<file path="src/rtl/neighbor_builder_if.sv">
// neighbor_builder_if: control handshake plus RAM_OBJ/RAM_NBR buses for neighbor_builder.
// Signals:
//   start, vertex_count, face_count       controller -> builder
//   busy, done, overflow, bad_index       builder -> controller
//   RAM_OBJ_Do, RAM_NBR_Do                RAM -> builder (synchronous read data)
//   RAM_*_EN, RAM_*_A, RAM_*_WE, RAM_*_Di builder -> RAM
// Modports: master = controller/RAM side, slave = neighbor_builder.
interface neighbor_builder_if #(
   parameter int ADDR_WIDTH = 9
);
   logic                  start;
   logic [31:0]           vertex_count;
   logic [31:0]           face_count;
   logic                  busy;
   logic                  done;
   logic                  overflow;
   logic                  bad_index;
   logic [31:0]           RAM_OBJ_Do;
   logic                  RAM_OBJ_EN;
   logic [ADDR_WIDTH-1:0] RAM_OBJ_A;
   logic [3:0]            RAM_OBJ_WE;
   logic [31:0]           RAM_OBJ_Di;
   logic [31:0]           RAM_NBR_Do;
   logic                  RAM_NBR_EN;
   logic [ADDR_WIDTH-1:0] RAM_NBR_A;
   logic [3:0]            RAM_NBR_WE;
   logic [31:0]           RAM_NBR_Di;

   modport master (
      output start, vertex_count, face_count, RAM_OBJ_Do, RAM_NBR_Do,
      input  busy, done, overflow, bad_index,
      input  RAM_OBJ_EN, RAM_OBJ_A, RAM_OBJ_WE, RAM_OBJ_Di,
      input  RAM_NBR_EN, RAM_NBR_A, RAM_NBR_WE, RAM_NBR_Di
   );

   modport slave (
      input  start, vertex_count, face_count, RAM_OBJ_Do, RAM_NBR_Do,
      output busy, done, overflow, bad_index,
      output RAM_OBJ_EN, RAM_OBJ_A, RAM_OBJ_WE, RAM_OBJ_Di,
      output RAM_NBR_EN, RAM_NBR_A, RAM_NBR_WE, RAM_NBR_Di
   );
endinterface

</file>
<file path="src/rtl/neighbor_builder.sv">
// neighbor_builder: builds the per-vertex adjacency table in RAM_NBR from the triangle list in RAM_OBJ.
// Ports:
//   clk    clock, all state updates on posedge
//   rst_n  asynchronous active-low reset
//   bus    neighbor_builder_if.slave: start/vertex_count/face_count in, busy/done/overflow/bad_index out,
//          RAM_OBJ (read-only) and RAM_NBR (read/write) synchronous-read RAM buses
// Entry layout: vertex v at base v*MAX_NEIGHBOR_COUNT, word base = count, base+1.. = 1-indexed neighbours.
// Optional: define NBR_BUILDER_INDEX_CHECK_EN to skip faces holding an index of 0 or above V and flag bad_index.
module neighbor_builder #(
   parameter int MAX_NEIGHBOR_COUNT = 10,
   parameter int ADDR_WIDTH         = 9
) (
   input logic               clk,
   input logic               rst_n,
   neighbor_builder_if.slave bus
);
   localparam int              AW     = ADDR_WIDTH;
   localparam logic [31:0]     LIM    = 32'(MAX_NEIGHBOR_COUNT - 1);
   localparam logic [AW-1:0]   STRIDE = AW'(MAX_NEIGHBOR_COUNT);
   localparam logic [AW-1:0]   ONE    = AW'(1);

   typedef enum logic [3:0] {IDLE, CLEAR, FACE_RD, EDGE, CNT_RD, SCAN, APPEND, CNT_WR, FINISH} state_t;

   state_t        r_state, w_next;
   logic [31:0]   r_f, r_j, r_cnt, r_a, r_b, r_c;
   logic [AW-1:0] r_clr_a, r_obj_a;
   logic [1:0]    r_k;
   logic [2:0]    r_e;
   logic          r_ovf, r_bad;
   logic [31:0]   w_src, w_dst;
   logic [AW-1:0] w_base;
   logic          w_face_end, w_hit, w_scan_rd, w_fits, w_bad;

   // edge order a->b, a->c, b->a, b->c, c->a, c->b selected by r_e
   assign w_src      = r_e < 3'd2 ? r_a : r_e < 3'd4 ? r_b : r_c;
   assign w_dst      = (r_e == 3'd2 || r_e == 3'd4) ? r_a : (r_e == 3'd0 || r_e == 3'd5) ? r_b : r_c;
   assign w_base     = AW'((w_src - 32'd1) * 32'(MAX_NEIGHBOR_COUNT));
   assign w_face_end = r_f == bus.face_count;
   // in SCAN, r_j==0 means RAM_NBR_Do carries the count; afterwards it carries neighbour word r_j
   assign w_hit      = r_j != 32'd0 && bus.RAM_NBR_Do == w_dst;
   assign w_scan_rd  = r_j == 32'd0 ? bus.RAM_NBR_Do != 32'd0 : !w_hit && r_j != r_cnt;
   assign w_fits     = r_cnt < LIM;

`ifdef NBR_BUILDER_INDEX_CHECK_EN
   // evaluated in the last FACE_RD cycle, where c is still on RAM_OBJ_Do
   assign w_bad = r_a == 32'd0 || r_a > bus.vertex_count || r_b == 32'd0 || r_b > bus.vertex_count ||
                  bus.RAM_OBJ_Do == 32'd0 || bus.RAM_OBJ_Do > bus.vertex_count;
`else
   assign w_bad = 1'b0;
`endif

   always_ff @(posedge clk or negedge rst_n)
      if (!rst_n) r_state <= IDLE;
      else r_state <= w_next;

   always_comb begin
      w_next = r_state;
      case (r_state)
         IDLE:    w_next = bus.start ? CLEAR : IDLE;
         CLEAR:   w_next = bus.vertex_count == 32'd0 ? FINISH :
                           r_j == bus.vertex_count - 32'd1 ? FACE_RD : CLEAR;
         FACE_RD: w_next = r_k == 2'd0 && w_face_end ? FINISH : r_k == 2'd3 ? EDGE : FACE_RD;
         EDGE:    w_next = r_e == 3'd6 ? FACE_RD : w_src == w_dst ? EDGE : CNT_RD;
         CNT_RD:  w_next = SCAN;
         SCAN:    w_next = w_hit ? EDGE : w_scan_rd ? SCAN : APPEND;
         APPEND:  w_next = w_fits ? CNT_WR : EDGE;
         CNT_WR:  w_next = EDGE;
         default: w_next = IDLE;
      endcase
   end

   always_ff @(posedge clk or negedge rst_n)
      if (!rst_n) begin
         r_f     <= '0;
         r_j     <= '0;
         r_cnt   <= '0;
         r_a     <= '0;
         r_b     <= '0;
         r_c     <= '0;
         r_clr_a <= '0;
         r_obj_a <= '0;
         r_k     <= '0;
         r_e     <= '0;
         r_ovf   <= 1'b0;
         r_bad   <= 1'b0;
      end else begin
         case (r_state)
            IDLE:
               if (bus.start) begin
                  r_ovf   <= 1'b0;
                  r_bad   <= 1'b0;
                  r_j     <= '0;
                  r_f     <= '0;
                  r_k     <= '0;
                  r_clr_a <= '0;
                  r_obj_a <= AW'(bus.vertex_count * 32'd3 + 32'd1);
               end
            CLEAR: begin
               r_j     <= r_j + 32'd1;
               r_clr_a <= r_clr_a + STRIDE;
            end
            FACE_RD: begin
               r_k <= r_k + 2'd1;
               if (r_k != 2'd3) r_obj_a <= r_obj_a + ONE;
               if (r_k == 2'd1) r_a <= bus.RAM_OBJ_Do;
               if (r_k == 2'd2) r_b <= bus.RAM_OBJ_Do;
               if (r_k == 2'd3) begin
                  r_c <= bus.RAM_OBJ_Do;
                  // a rejected face jumps straight to the end-of-face edge slot
                  r_e <= w_bad ? 3'd6 : 3'd0;
                  if (w_bad) r_bad <= 1'b1;
               end
            end
            EDGE:
               if (r_e == 3'd6) begin
                  r_f <= r_f + 32'd1;
                  r_k <= '0;
               end else if (w_src == w_dst) r_e <= r_e + 3'd1;
               else r_j <= '0;
            SCAN: begin
               if (r_j == 32'd0) r_cnt <= bus.RAM_NBR_Do;
               if (w_scan_rd) r_j <= r_j + 32'd1;
               if (w_hit) r_e <= r_e + 3'd1;
            end
            APPEND:
               if (!w_fits) begin
                  r_ovf <= 1'b1;
                  r_e   <= r_e + 3'd1;
               end
            CNT_WR: r_e <= r_e + 3'd1;
            default: ;
         endcase
      end

   assign bus.busy       = r_state != IDLE;
   assign bus.done       = r_state == FINISH;
   assign bus.overflow   = r_ovf;
   assign bus.bad_index  = r_bad;
   assign bus.RAM_OBJ_WE = 4'h0;
   assign bus.RAM_OBJ_Di = 32'd0;

   always_comb begin
      bus.RAM_OBJ_EN = 1'b0;
      bus.RAM_OBJ_A  = '0;
      bus.RAM_NBR_EN = 1'b0;
      bus.RAM_NBR_A  = '0;
      bus.RAM_NBR_WE = 4'h0;
      bus.RAM_NBR_Di = 32'd0;
      case (r_state)
         CLEAR: begin
            bus.RAM_NBR_EN = bus.vertex_count != 32'd0;
            bus.RAM_NBR_WE = {4{bus.vertex_count != 32'd0}};
            bus.RAM_NBR_A  = r_clr_a;
         end
         FACE_RD: begin
            bus.RAM_OBJ_EN = r_k != 2'd3 && !w_face_end;
            bus.RAM_OBJ_A  = r_obj_a;
         end
         CNT_RD: begin
            bus.RAM_NBR_EN = 1'b1;
            bus.RAM_NBR_A  = w_base;
         end
         SCAN: begin
            bus.RAM_NBR_EN = w_scan_rd;
            bus.RAM_NBR_A  = w_base + AW'(r_j) + ONE;
         end
         APPEND: begin
            bus.RAM_NBR_EN = w_fits;
            bus.RAM_NBR_WE = {4{w_fits}};
            bus.RAM_NBR_A  = w_base + AW'(r_cnt) + ONE;
            bus.RAM_NBR_Di = w_dst;
         end
         CNT_WR: begin
            bus.RAM_NBR_EN = 1'b1;
            bus.RAM_NBR_WE = 4'hF;
            bus.RAM_NBR_A  = w_base;
            bus.RAM_NBR_Di = r_cnt + 32'd1;
         end
         default: ;
      endcase
   end
endmodule

</file>
<file path="src/flat_wrapper.sv">
// flat-port wrapper written by rule: the top's interface ports become plain ports
module neighbor_builder_flat 
#(
   parameter int MAX_NEIGHBOR_COUNT = 10,
   parameter int ADDR_WIDTH         = 9
)
  (clk, rst_n, bus_start, bus_vertex_count, bus_face_count, bus_RAM_OBJ_Do, bus_RAM_NBR_Do, bus_busy, bus_done, bus_overflow, bus_bad_index, bus_RAM_OBJ_EN, bus_RAM_OBJ_A, bus_RAM_OBJ_WE, bus_RAM_OBJ_Di, bus_RAM_NBR_EN, bus_RAM_NBR_A, bus_RAM_NBR_WE, bus_RAM_NBR_Di);
  neighbor_builder_if #(.ADDR_WIDTH(ADDR_WIDTH)) bus_i ();
  input logic clk;
  input logic rst_n;
  input wire logic [$bits(bus_i.start)-1:0] bus_start;
  input wire logic [$bits(bus_i.vertex_count)-1:0] bus_vertex_count;
  input wire logic [$bits(bus_i.face_count)-1:0] bus_face_count;
  input wire logic [$bits(bus_i.RAM_OBJ_Do)-1:0] bus_RAM_OBJ_Do;
  input wire logic [$bits(bus_i.RAM_NBR_Do)-1:0] bus_RAM_NBR_Do;
  output wire logic [$bits(bus_i.busy)-1:0] bus_busy;
  output wire logic [$bits(bus_i.done)-1:0] bus_done;
  output wire logic [$bits(bus_i.overflow)-1:0] bus_overflow;
  output wire logic [$bits(bus_i.bad_index)-1:0] bus_bad_index;
  output wire logic [$bits(bus_i.RAM_OBJ_EN)-1:0] bus_RAM_OBJ_EN;
  output wire logic [$bits(bus_i.RAM_OBJ_A)-1:0] bus_RAM_OBJ_A;
  output wire logic [$bits(bus_i.RAM_OBJ_WE)-1:0] bus_RAM_OBJ_WE;
  output wire logic [$bits(bus_i.RAM_OBJ_Di)-1:0] bus_RAM_OBJ_Di;
  output wire logic [$bits(bus_i.RAM_NBR_EN)-1:0] bus_RAM_NBR_EN;
  output wire logic [$bits(bus_i.RAM_NBR_A)-1:0] bus_RAM_NBR_A;
  output wire logic [$bits(bus_i.RAM_NBR_WE)-1:0] bus_RAM_NBR_WE;
  output wire logic [$bits(bus_i.RAM_NBR_Di)-1:0] bus_RAM_NBR_Di;
  assign bus_i.start = bus_start;
  assign bus_i.vertex_count = bus_vertex_count;
  assign bus_i.face_count = bus_face_count;
  assign bus_i.RAM_OBJ_Do = bus_RAM_OBJ_Do;
  assign bus_i.RAM_NBR_Do = bus_RAM_NBR_Do;
  assign bus_busy = bus_i.busy;
  assign bus_done = bus_i.done;
  assign bus_overflow = bus_i.overflow;
  assign bus_bad_index = bus_i.bad_index;
  assign bus_RAM_OBJ_EN = bus_i.RAM_OBJ_EN;
  assign bus_RAM_OBJ_A = bus_i.RAM_OBJ_A;
  assign bus_RAM_OBJ_WE = bus_i.RAM_OBJ_WE;
  assign bus_RAM_OBJ_Di = bus_i.RAM_OBJ_Di;
  assign bus_RAM_NBR_EN = bus_i.RAM_NBR_EN;
  assign bus_RAM_NBR_A = bus_i.RAM_NBR_A;
  assign bus_RAM_NBR_WE = bus_i.RAM_NBR_WE;
  assign bus_RAM_NBR_Di = bus_i.RAM_NBR_Di;
  neighbor_builder #(.MAX_NEIGHBOR_COUNT(MAX_NEIGHBOR_COUNT), .ADDR_WIDTH(ADDR_WIDTH)) u_core (.clk(clk), .rst_n(rst_n), .bus(bus_i));
endmodule
</file>
<file path="config.mk">
export PLATFORM = sky130hd
export DESIGN_NAME = neighbor_builder_flat
export DESIGN_NICKNAME = d
export VERILOG_FILES = /design/src/rtl/neighbor_builder_if.sv /design/src/rtl/neighbor_builder.sv /design/src/flat_wrapper.sv
export SDC_FILE = /design/constraint.sdc
export NUM_CORES = 1
export LEC_CHECK = 0
export CAP_MARGIN = 20
export CORE_MARGIN = 4
export CORE_UTILIZATION = 43
export DETAILED_ROUTE_END_ITERATION = 8
export PLACE_DENSITY_LB_ADDON = 0.1
export SYNTH_ARGS = -nofsm -noshare
export SYNTH_HDL_FRONTEND = slang
export SYNTH_SLANG_ARGS = --single-unit
export TNS_END_PERCENT = 10
</file>
<file path="constraint.sdc">
create_clock -name clk -period 17.2 [get_ports clk]
set_clock_uncertainty 0.2 [all_clocks]
set_input_delay 4.3 -clock clk [delete_from_list [all_inputs] [get_ports clk]]
set_output_delay 4.3 -clock clk [all_outputs]
set_load 0.03 [all_outputs]
</file>
Yosys cells after proc, flatten, opt, wreduce, memory -nomap -nowiden
Cells that the tools add are included.
Operators by class
  multiply operators: 2
  $add $sub $neg: 14
  shift operators: 0
  reduce and logical (&&, ||, !) cells: 36
  div/mod/pow operators: 0
  $lt $le $gt $ge: 3
  equal/unequal tests: 31
  muxes and demuxes: 46
  bitwise operators: 0
Operator list (number)
  32-bit two-way mux: 9
  32-bit == test: 4
  32-bit one-hot mux with 2 select lines: 2
  32-bit one-hot mux with 4 select lines: 1
  32-bit by 1-bit adder with 32-bit output (second input constant): 3
  32-bit nonzero test: 3
  32-bit logical NOT: 2
  32-bit by 1-bit subtractor with 32-bit output (second input constant): 2
  9-bit by 1-bit adder with 9-bit output (second input constant): 4
  9-bit two-way mux: 4
  9-bit one-hot mux with 2 select lines: 2
  9-bit one-hot mux with 4 select lines: 1
  32-bit by 4-bit < comparator with 1-bit output (second input constant): 1
  32-bit by 2-bit multiplier with 9-bit output (second input constant): 1
  32-bit by 3-bit multiplier with 8-bit output (second input constant): 1
  32-bit inequality test: 1
  4-bit one-hot mux with 8 select lines: 1
  3-bit two-way mux: 7
  9-bit adder: 2
  4-bit by 3-bit == test with 1-bit output (second input constant): 4
  4-bit two-way mux: 4
  3-bit one-hot mux with 5 select lines: 1
  2-bit by 1-bit inequality test with 1-bit output (second input constant): 6
  4-bit one-hot mux with 3 select lines: 1
  other kinds (33): 65
Storage, ports and cells
  memories: 0
  register bits after elaboration: 220
  bits in writable memories: 0
  bits in latches: 0
  bits of input ports: 131
  ROM bits: 0

Logic depth before layout (Yosys ltp)
Gate-level depths: netlist (run 1).
  depth in word-level cells: 12
  gate-level depth with buffers: 21

Worst setup path before layout (run 1)
Ideal clock, no wire load.
  kind: input port to output port
  start: input bus_vertex_count[17]
  end: output bus_RAM_NBR_EN
  slack: 6036 ps
  arrival time: 6664 ps
  data required time: 12700 ps
  stages on the path: 8
  cell sequence: or4_1 -> clkbuf_1 -> nor4_2 -> nand3_1 -> or4_1 -> nand2_1 -> nand3_1 -> a31o_2
Between the ends
  cells in the longest elaborated chain, start to end: 2
Ends and longest elaborated chain
  start, declared: RTL line flat_wrapper.sv:12  | input wire logic [$bits(bus_i.vertex_count)-1:0] bus_vertex_count;
  32-bit nonzero test: RTL line neighbor_builder.sv:151  | bus.RAM_NBR_EN = bus.vertex_count != 32'd0;
  1-bit one-hot mux with 4 select lines: RTL line neighbor_builder.sv:149  | case (r_state)
  end, declared: RTL line flat_wrapper.sv:24  | output wire logic [$bits(bus_i.RAM_NBR_EN)-1:0] bus_RAM_NBR_EN;
Every way passes these cells.

Worst setup path in the final report (run 1)
  start: input bus_RAM_NBR_Do[30]
  end: output bus_RAM_NBR_EN
Between the ends
  cells in the longest elaborated chain, start to end: 6
  elaborated cells between the ends (all ways): 7
  classes of those cells: eq/ne (1); mux (2); reduce/logical (4)
Ends and longest elaborated chain
  start, declared: RTL line flat_wrapper.sv:15  | input wire logic [$bits(bus_i.RAM_NBR_Do)-1:0] bus_RAM_NBR_Do;
  32-bit == test: RTL line neighbor_builder.sv:40  | assign w_hit = r_j != 32'd0 && bus.RAM_NBR_Do == w_dst;
  1-bit logical AND: RTL line neighbor_builder.sv:40
  1-bit logical NOT: RTL line neighbor_builder.sv:41  | assign w_scan_rd = r_j == 32'd0 ? bus.RAM_NBR_Do != 32'd0 : !w_hit && r_j != r_cnt;
  1-bit logical AND: RTL line neighbor_builder.sv:41
  1-bit two-way mux *: RTL line neighbor_builder.sv:41
  1-bit one-hot mux with 4 select lines *: RTL line neighbor_builder.sv:149
Mark *: on every way between the ends. The rest lies on a longest branch, timed or not.

==> summary.txt, run 1 <==
Worst VDD drop - 0.06636 mV
Latest clock arrival within the worst-skew pair - 0.57 ns
Final core utilization - 50.49%
Syn avg cell area - 8.972 um2
Yosys cell types - 84
Post CTS Setup Buffer Count - 0
Type of the worst setup path - input pin to output pin
CTS tree - done
Sink Count - 219
Seq/Total Area, Yosys - 30.90%
Initial antenna violation count - 0
First-pass GRT wire length - 95430 um
Core region area - 0.04083 mm2
Asr flop ratio synth - 100.0%
Routability cong. - 0.9171
Post-DP HPWL - 48050 um
Die Height - 211.1 um
Post-Synthesis Cells - 1977
Final wirelength - 63420 um
Worst slack, placed - 4.778 ns
Die Wd - 211.1 um
Layout Nets - 2276
Total CTS buffers - 27
RSZ-0062 raised after global routing - false
CTS H-tree depth - 1
# port buffers - 189
Final TNS setup - 0 ns
EDFF count, synth - 0
Average wire per cell in the routed design - 24.09 um
Worst r2r path cells - 14
Post-synth top flop - dfrtp_1
Rows - 74
Vias/cell - 6.019
R2r setup slk - 11.36 ns
Hold Path Cell Cnt - 1
Class of the worst hold path - flop to flop
Largest net degree at the start of global routing - 88
Reg-to-reg critical path startpoint - u_core.r_e[1]
Total number of vias - 15850
Most common cell after layout, fill and taps aside - dfrtp_1
Starting Density - 43.44%
Grt ovf - 0
IO Pins - 227
Commonest non-fill, non-tap cells in the layout - dfrtp_1, clkdlybuf4s50_1, mux2_2
Worst hold slack - 0.3220 ns
Worst setup EP type - output pin
Detailed Route Iter0 Violations - 1327
DRT Pass-1 Iters - 5
#FFs+latches synth - 219
Final Max Slew Viols - 0
Lkg Pwr - 8.761 nW
Setup-failing EPs final - 0
Worst-path fanout max - 7
Post-Layout Cell Count - 2633
Die ar. - 0.04457 mm2
Antenna Nets Post-Route - 0
Worst setup startpoint - bus_RAM_NBR_Do[30]
Worst Path Required - 12.70 ns
Area of the mapped netlist - 0.01774 mm2
CTS Buffer Depth - 3
Layout area overhead - 16.22%
# hold bufs at CTS - 0
Power Dens Cells - 82.08 mW/mm2
PostCTS Resize Cnt - 0
Status - completed
Slew at the pin closest to its max-slew limit - 1.011 ns
Antenna cells - 0
Crit path DAT - 7.98 ns
Fmax - 80.12 MHz
DR DRC count - 0
Worst setup path endpoint - bus_RAM_NBR_EN
Clock Tree Root - clkbuf_16
Vias in the first global route - 15530
Max Cap Violations - 0
Worst setup margin - 4.719 ns
Period utilization - 72.56%
Hold Fails Final Rpt - 0
Share of cells above drive strength 1 - 11.61%
Reg2reg end - u_core.r_j[15]
Syn. warnings - 0
CP startpoint kind - input pin
Worst relative slew slack - 32.33%
Clock slew at reported path FFs - 0.06 ns
Total GRT Usage - 27.56%
Fin crit period - 12.48 ns
Placed cell count - 2588
-- cell type report --
class / instances / area [um2]
fillers: 3874 / 20220
multi-input cells: 1544 / 11230
flip-flops and latches: 219 / 5483
repair buffers: 212 / 2069
clock buffers: 40 / 774.5
well taps: 532 / 665.6
inverters: 81 / 304.0
clock inverters: 5 / 90.09
-- state kept, by name, indices dropped and copies added (netlist names) --
register	flops
u_core.r_j	32
u_core.r_clr_a	8
u_core.r_cnt	32
u_core.r_state	4
u_core.r_e	3
u_core.r_b	32
u_core.r_a	32
u_core.r_c	32
u_core.r_obj_a	9
u_core.bus.overflow	1
u_core.r_f	32
u_core.r_k	2
-- worst min path at each step --
stage                 startpoint                end
2_1_floorplan  u_core.r_clr_a[8]  u_core.r_clr_a[8]
3_3_place_gp   u_core.r_clr_a[8]  u_core.r_clr_a[8]
3_5_place_dp   u_core.r_clr_a[8]  u_core.r_clr_a[8]
4_1_cts        u_core.r_clr_a[8]  u_core.r_clr_a[8]
5_1_grt           u_core.r_c[24]     u_core.r_c[24]
6_report       u_core.r_clr_a[8]  u_core.r_clr_a[8]
-- critical path: stages --
cell	delay, ns
clkdlybuf4s50_1	0.57
or2_2	0.34
a2111oi_0	0.45
nor2_1	0.15
nor4_1	0.27
a31oi_1	0.20
nor4_4	0.59
o211ai_1	0.18
a31o_2	0.32
clkdlybuf4s50_1	0.60
-- through the flow --
stage,power [mW],cell area [um2]
4_1_cts,1.709,20610
3_3_place_gp,1.132,19750
3_5_place_dp,1.137,19750
5_1_grt,1.779,20610
2_1_floorplan,0.9270,17870
6_report,1.692,20610
-- metal layers --
metal	share of wire, %	GRT usage [%]	vias to the layer above
li1	-	-	7342
met1	44	38.32	7786
met2	45	43.96	607
met3	6.8	4.010	112
met4	3.9	9.949	0
met5	0	0	-
-- report_power, final --
part           internal (mW)  total (mW)  switching [mW]
sequential             0.534       0.559          0.0251
clock                  0.339       0.565           0.225
combinational          0.232       0.568           0.336
total                   1.11        1.69           0.586
-- kinds of logic (layout without fill, tap and decap cells) --
logic type | Yosys count | in the layout | share of synthesized area [%]
compound gates | 433 | 433 | 16.69
buf+inv | 250 | 338 | 6.701
mux | 214 | 214 | 13.28
other cells | 1 | 37 | 0.02114
simple gates | 572 | 572 | 16.67
flops | 219 | 219 | 30.90
xor+xnor | 228 | 228 | 11.34
fa+ha+maj | 60 | 60 | 4.402
-- synthesized netlist by cell type (all sizes together) (5+ instances only) --
| cell type | instances | share of area [%] |
|---|---|---|
| buf | 80 | 3.1 |
| a31oi | 22 | 0.78 |
| o32ai | 5 | 0.25 |
| or3b | 5 | 0.25 |
| o21a | 12 | 0.51 |
| o21ba | 8 | 0.45 |
| nand3 | 70 | 2.0 |
| mux2 | 142 | 9.0 |
| or3 | 10 | 0.35 |
| nor2 | 104 | 2.2 |
| a211oi | 9 | 0.38 |
| nand4 | 48 | 1.7 |
| a222oi | 5 | 0.28 |
| a2111oi | 11 | 0.62 |
| nor2b | 23 | 0.81 |
| o31ai | 8 | 0.34 |
| o21ai | 93 | 2.6 |
| nor4 | 52 | 2.0 |
| or4 | 13 | 0.55 |
| inv | 81 | 1.7 |
| nor3 | 36 | 1.1 |
| o22a | 20 | 0.99 |
| nor3b | 5 | 0.21 |
| mux2i | 72 | 4.2 |
| o221ai | 7 | 0.35 |
| dfrtp | 219 | 31 |
| o211ai | 29 | 1.2 |
| a31o | 6 | 0.30 |
| a21oi | 77 | 2.2 |
| and3 | 49 | 1.7 |
| ha | 56 | 4.0 |
| a221o | 6 | 0.34 |
| clkbuf | 89 | 1.9 |
| xnor2 | 120 | 5.9 |
| o22ai | 37 | 1.3 |
| nand2b | 11 | 0.39 |
| nand2 | 129 | 2.7 |
| a21o | 20 | 0.85 |
| xor2 | 107 | 5.3 |
| a211o | 13 | 0.64 |
| a22o | 8 | 0.40 |
Note: power is estimated with default switching activity, not from simulation.
==> run 2, diff against run 1 <==
==> constraint.sdc (replaced) <==
create_clock -name clk -period 10.9 [get_ports clk]
set_clock_uncertainty 0.2 [all_clocks]
set_input_delay 2.725 -clock clk [delete_from_list [all_inputs] [get_ports clk]]
set_output_delay 2.725 -clock clk [all_outputs]
set_load 0.03 [all_outputs]
==> summary.txt, run 2 (synthesis results as in run 1) <==
Worst setup margin - 1.584 ns
Average wire per cell in the routed design - 24.22 um
Worst hold slack - 0.3156 ns
Clock power share - 35.8%
Crit path DAT - 6.39 ns
Vias in the first global route - 15800
Post-route cell area - 0.02077 mm2
Max Cap Violations - 0
CTS Buffer Depth - 3
Total CTS buffers - 27
Antenna Nets Post-Route - 0
Final wirelength - 63930 um
Most common cell after layout, fill and taps aside - dfrtp_1
PostCTS Resize Cnt - 0
Clock Tree Root - clkbuf_16
DR DRC count - 0
Slew at the pin closest to its max-slew limit - 1.027 ns
Worst setup EP type - output pin
Final Max Slew Viols - 0
Worst VDD drop - 0.1007 mV
DRT Pass-1 Iters - 5
Total GRT Usage - 27.79%
Antenna cells - 0
Die ar. - 0.04457 mm2
Die Height - 211.1 um
Placed cell count - 2589
Detailed Route Iter0 Violations - 1467
Share of total power in combinational logic - 32.5%
IO Pins - 227
Worst Path Required - 7.98 ns
Fmax - 107.3 MHz
Seq pwr share - 31.7%
Clock slew at reported path FFs - 0.06 ns
Tot Pwr - 2.784 mW
Hold Fails Final Rpt - 0
Post-DP Area - 0.01976 mm2
Cell-internal power - 1.824 mW
Psw - 0.9601 mW
CP startpoint kind - input pin
Switching part of the total - 34.48%
Core region area - 0.04083 mm2
Grt ovf - 0
Commonest non-fill, non-tap cells in the layout - dfrtp_1, clkdlybuf4s50_1, mux2_2
Filler cell count - 3878
Post-DP HPWL - 48530 um
Rows - 74
Vias/cell - 6.056
Total number of vias - 15990
Final TNS setup - 0 ns
Worst-path fanout max - 7
Routability cong. - 0.9653
Class of the worst hold path - flop to flop
Worst relative slew slack - 31.29%
Latest clock arrival within the worst-skew pair - 0.57 ns
# hold bufs at CTS - 0
Layout area overhead - 17.07%
Post CTS Setup Buffer Count - 0
RSZ-0062 raised after global routing - false
Worst slack, placed - 1.617 ns
CTS H-tree depth - 1
Lkg Pwr - 8.832 nW
# port buffers - 189
Power Dens Cells - 134.1 mW/mm2
Initial antenna violation count - 0
R2r setup slk - 5.35 ns
Largest net degree at the start of global routing - 84
Starting Density - 43.44%
Type of the worst setup path - input pin to output pin
Setup-failing EPs final - 0
First-pass GRT wire length - 97020 um
Die Wd - 211.1 um
Hold Path Cell Cnt - 1
Fin crit period - 9.316 ns
Final core utilization - 50.86%
Layout Nets - 2278
Post-Layout Cell Count - 2640
CTS tree - done
Period utilization - 85.47%
Sink Count - 219
Share of cells above drive strength 1 - 12.14%
Status - completed
Worst r2r path cells - 13
run 2: metal layers:
metal / GRT usage, % / wire, um / vias up
met3: 4.203 / 4156 / 104
li1: - / - / 7353
met2: 45.16 / 29620 / 594
met1: 38.39 / 27920 / 7938
met4: 8.697 / 2227 / 0
met5: 0 / 0 / -
run 2: cell type report:
cell class	count	area [um2]	area share (%)
inverter	81	304.0	1.464
clock buffer	36	769.5	3.705
clock inverter	14	211.5	1.018
timing repair buffer	214	2105	10.13
sequential	219	5483	26.40
tap	532	665.6	3.205
multi-input combinational	1544	11230	54.07
run 2: worst paths after layout:
kind,endpoint,start
max,bus_RAM_NBR_EN,bus_RAM_NBR_Do[30]
min,u_core.r_clr_a[8],u_core.r_clr_a[8]
max reg2reg,u_core.r_j[15],u_core.r_e[1]
min reg2reg,u_core.r_clr_a[8],u_core.r_clr_a[8]
max in group asynchronous,u_core.r_e[1],rst_n
min in group asynchronous,u_core.r_f[22],rst_n
run 2: power by group through the flow:
stage	clock network (mW)	logic (mW)	registers [mW]
after global placement	0	0.888	0.896
after floorplan	0	0.589	0.874
after global routing	1.04	0.976	0.886
after CTS	1.01	0.904	0.881
after detailed placement	0	0.901	0.896
final	0.996	0.905	0.883
run 2: critical path, cell delays in order:
cell and delay, ns:
clkdlybuf4s50_1 0.59, or2_2 0.36, a2111oi_0 0.41, nor2_1 0.13, nor4_1 0.26, a31oi_1 0.20
nor4_4 0.59, o211ai_1 0.21, a31o_2 0.33, clkdlybuf4s50_1 0.59
==> variant (settings of run 1) <==
`ADDR_WIDTH` is set to 9 in 3 places; all go to 8.
--- a/src/rtl/neighbor_builder_if.sv
+++ b/src/rtl/neighbor_builder_if.sv
@@ -7,5 +7,5 @@
 // Modports: master = controller/RAM side, slave = neighbor_builder.
 interface neighbor_builder_if #(
-   parameter int ADDR_WIDTH = 9
+   parameter int ADDR_WIDTH = 8
 );
    logic                  start;
--- a/src/rtl/neighbor_builder.sv
+++ b/src/rtl/neighbor_builder.sv
@@ -9,5 +9,5 @@
 module neighbor_builder #(
    parameter int MAX_NEIGHBOR_COUNT = 10,
-   parameter int ADDR_WIDTH         = 9
+   parameter int ADDR_WIDTH         = 8
 ) (
    input logic               clk,
--- a/src/flat_wrapper.sv
+++ b/src/flat_wrapper.sv
@@ -3,5 +3,5 @@
 #(
    parameter int MAX_NEIGHBOR_COUNT = 10,
-   parameter int ADDR_WIDTH         = 9
+   parameter int ADDR_WIDTH         = 8
 )
   (clk, rst_n, bus_start, bus_vertex_count, bus_face_count, bus_RAM_OBJ_Do, bus_RAM_NBR_Do, bus_busy, bus_done, bus_overflow, bus_bad_index, bus_RAM_OBJ_EN, bus_RAM_OBJ_A, bus_RAM_OBJ_WE, bus_RAM_OBJ_Di, bus_RAM_NBR_EN, bus_RAM_NBR_A, bus_RAM_NBR_WE, bus_RAM_NBR_Di);
Interface: changed (resized bus_RAM_NBR_A and bus_RAM_OBJ_A); port bits go from 227 to 225. No check against the original RTL was run, so the function may have changed too.
==> variant against run 1 <==
Worst setup slack worse by 200 ps. Register-to-register slack better by 190 ps. Sequential share of layout area hardly changed. Sequential cell count is 2 lower. Global-route usage is 0.17 points higher. Critical path depth is 2 higher. Final area is 0.90% lower. Synthesized area is 2.6% lower. Critical endpoint unchanged. First-iteration DRC count is 14% higher. Highest routed layer is now met5. Wire length is 1.1% lower. Cell count is 1.1% lower.
Power is not compared: it rests on default switching activity, and its combinational part moved more than twofold at a synthesized area within 25%.
==> variant: results (changes against run 1) <==
[clocking]
cts_resized=0  ; unchanged
h-tree-depth=1  ; unchanged
clk_pin_slew_ps=60  ; about the same
cts_made_buffers=27  ; unchanged
insertion_delay_ps=570  ; about the same
cts_setup_buffers=0  ; unchanged
clock-root-buffer=clkbuf_16
cts.path.max_buffers=3  ; unchanged

[detailed_routing]
drt_iter0_markers=1511  ; +14%
dr_wl_met2_um=27700  ; -3.7%
m1WireLength_um=27800  ; -0.20%
met3WireLength_um=4770  ; +11%
dr_total_vias=15800  ; -0.050%
ant_nets=0  ; unchanged
wl_per_cell_um=24.1  ; about the same
routed.top_layer=met5
dr.pass1.iters=5  ; unchanged

[global_route]
grt_max_degree=82  ; -6.8%
grt_use_total=0.277  ; +0.00169
met2_usage=0.430  ; -0.00913
grtUsageMet1=0.396  ; +0.0125
grt_pass1_vias=15300  ; -1.3%
grt_pass1_wl_um=95400  ; about the same
grt_use_met3=0.0475  ; +0.00740
antenna_found_initial=3  ; +3

[timing]
tightest_slew_ps=978  ; -32.9 ps

[setup_path]
cp_max_fo=9  ; +2
critPathArrivalTime_ps=8180  ; +200 ps

[placement]
place_area_mm2=0.0194  ; -1.7%
io_buffers=187  ; -1.1%
hpwl_um=47600  ; -0.98%
dp_slack_ps=4550  ; -232 ps
place_congestion=0.972  ; +6.0%

[power_and_ir_drop]
vdd_drop_max_mv=0.123
p_leak_nw=8.37

[synthesis]
yosys_warnings=0  ; unchanged
async_flop_share=1.00  ; unchanged
synthXorXnorAreaFrac=0.113  ; -0.000528
synth_common_cells=dfrtp_1 (217), nand2_1 (141), mux2_2 (132)
synthAdderAreaFrac=0.0408  ; -0.00317
syn_area_per_cell_um2=8.91  ; -0.74%
synth_mux_area_frac=0.127  ; -0.00544
synth_compound_area_frac=0.175  ; +0.00850
synth_cell_types=83  ; -1.2%
synthTopCellsByArea=dfrtp_1 (31%), mux2_2 (8.6%), xor2_1 (5.6%)
synth-seq-area-share=0.314  ; +0.00534

[finish]
layout.nets=2243  ; -1.4%
num_antenna_cells=0  ; unchanged
drive_above_1_share=0.113  ; -0.00310
final_cells=2604  ; -1.1%

[hold_path]
hold_path_class=reg2reg

[status]
status=completed

## variant: cell types whose count changed in the layout (fill, tap and decap cells not counted), moves of 13 or more
cell              run 1  this run
a2bb2oi_1             1        25
nand3_1              70        49
and3_1               49        32
nor2b_1              23         8
a31oi_1              22         8
o22a_1               20         1
o21a_1               12        30
inv_1                80        66
o21ai_0              89       108
nand2_1             128       141
## variant: final timing paths
kind / start / end / slack [ps] / cells after the start
worst max register to register: u_core.r_e[1]$_DFFE_PN0P_ / u_core.r_j[27]$_DFFE_PN0P_ / 11550 / 15
worst min-delay path: u_core.r_clr_a[7]$_DFFE_PN0P_ / u_core.r_clr_a[7]$_DFFE_PN0P_ / 300 / 1
max in group asynchronous: rst_n / u_core.r_e[2]$_DFFE_PN0P_ / 11900 / 2
worst min register to register: u_core.r_clr_a[7]$_DFFE_PN0P_ / u_core.r_clr_a[7]$_DFFE_PN0P_ / 300 / 1
worst max-delay path: bus_vertex_count[0] / bus_RAM_NBR_EN / 4520 / 12
min in group asynchronous: rst_n / u_core.r_j[24]$_DFFE_PN0P_ / 3490 / 1
## variant: report_power, final
group / total [mW] / internal [mW] / switching, mW
clock network: 0.633 / 0.388 / 0.245
logic: 2.40 / 0.977 / 1.42
registers: 0.923 / 0.652 / 0.271
total: 3.95 / 2.02 / 1.94
## variant: cell type report
type	instances	area, um^2
Fill cell	3746	19300
Multi-Input combinational cell	1529	11000
Sequential cell	217	5430
Timing Repair Buffer	217	2120
Clock buffer	35	756
Tap cell	525	657
Inverter	66	248
Clock inverter	15	239
## variant: worst max-delay path, cell delays in order
cell and delay, ps:
clkdlybuf4s50_1 560, inv_1 220, ha_1 240, nand4_1 220, nor3_1 800, nand4_1 160
nor3_1 260, nand2_1 190, nand2_1 130, nand3_1 190, a211o_1 320, clkdlybuf4s50_1 590
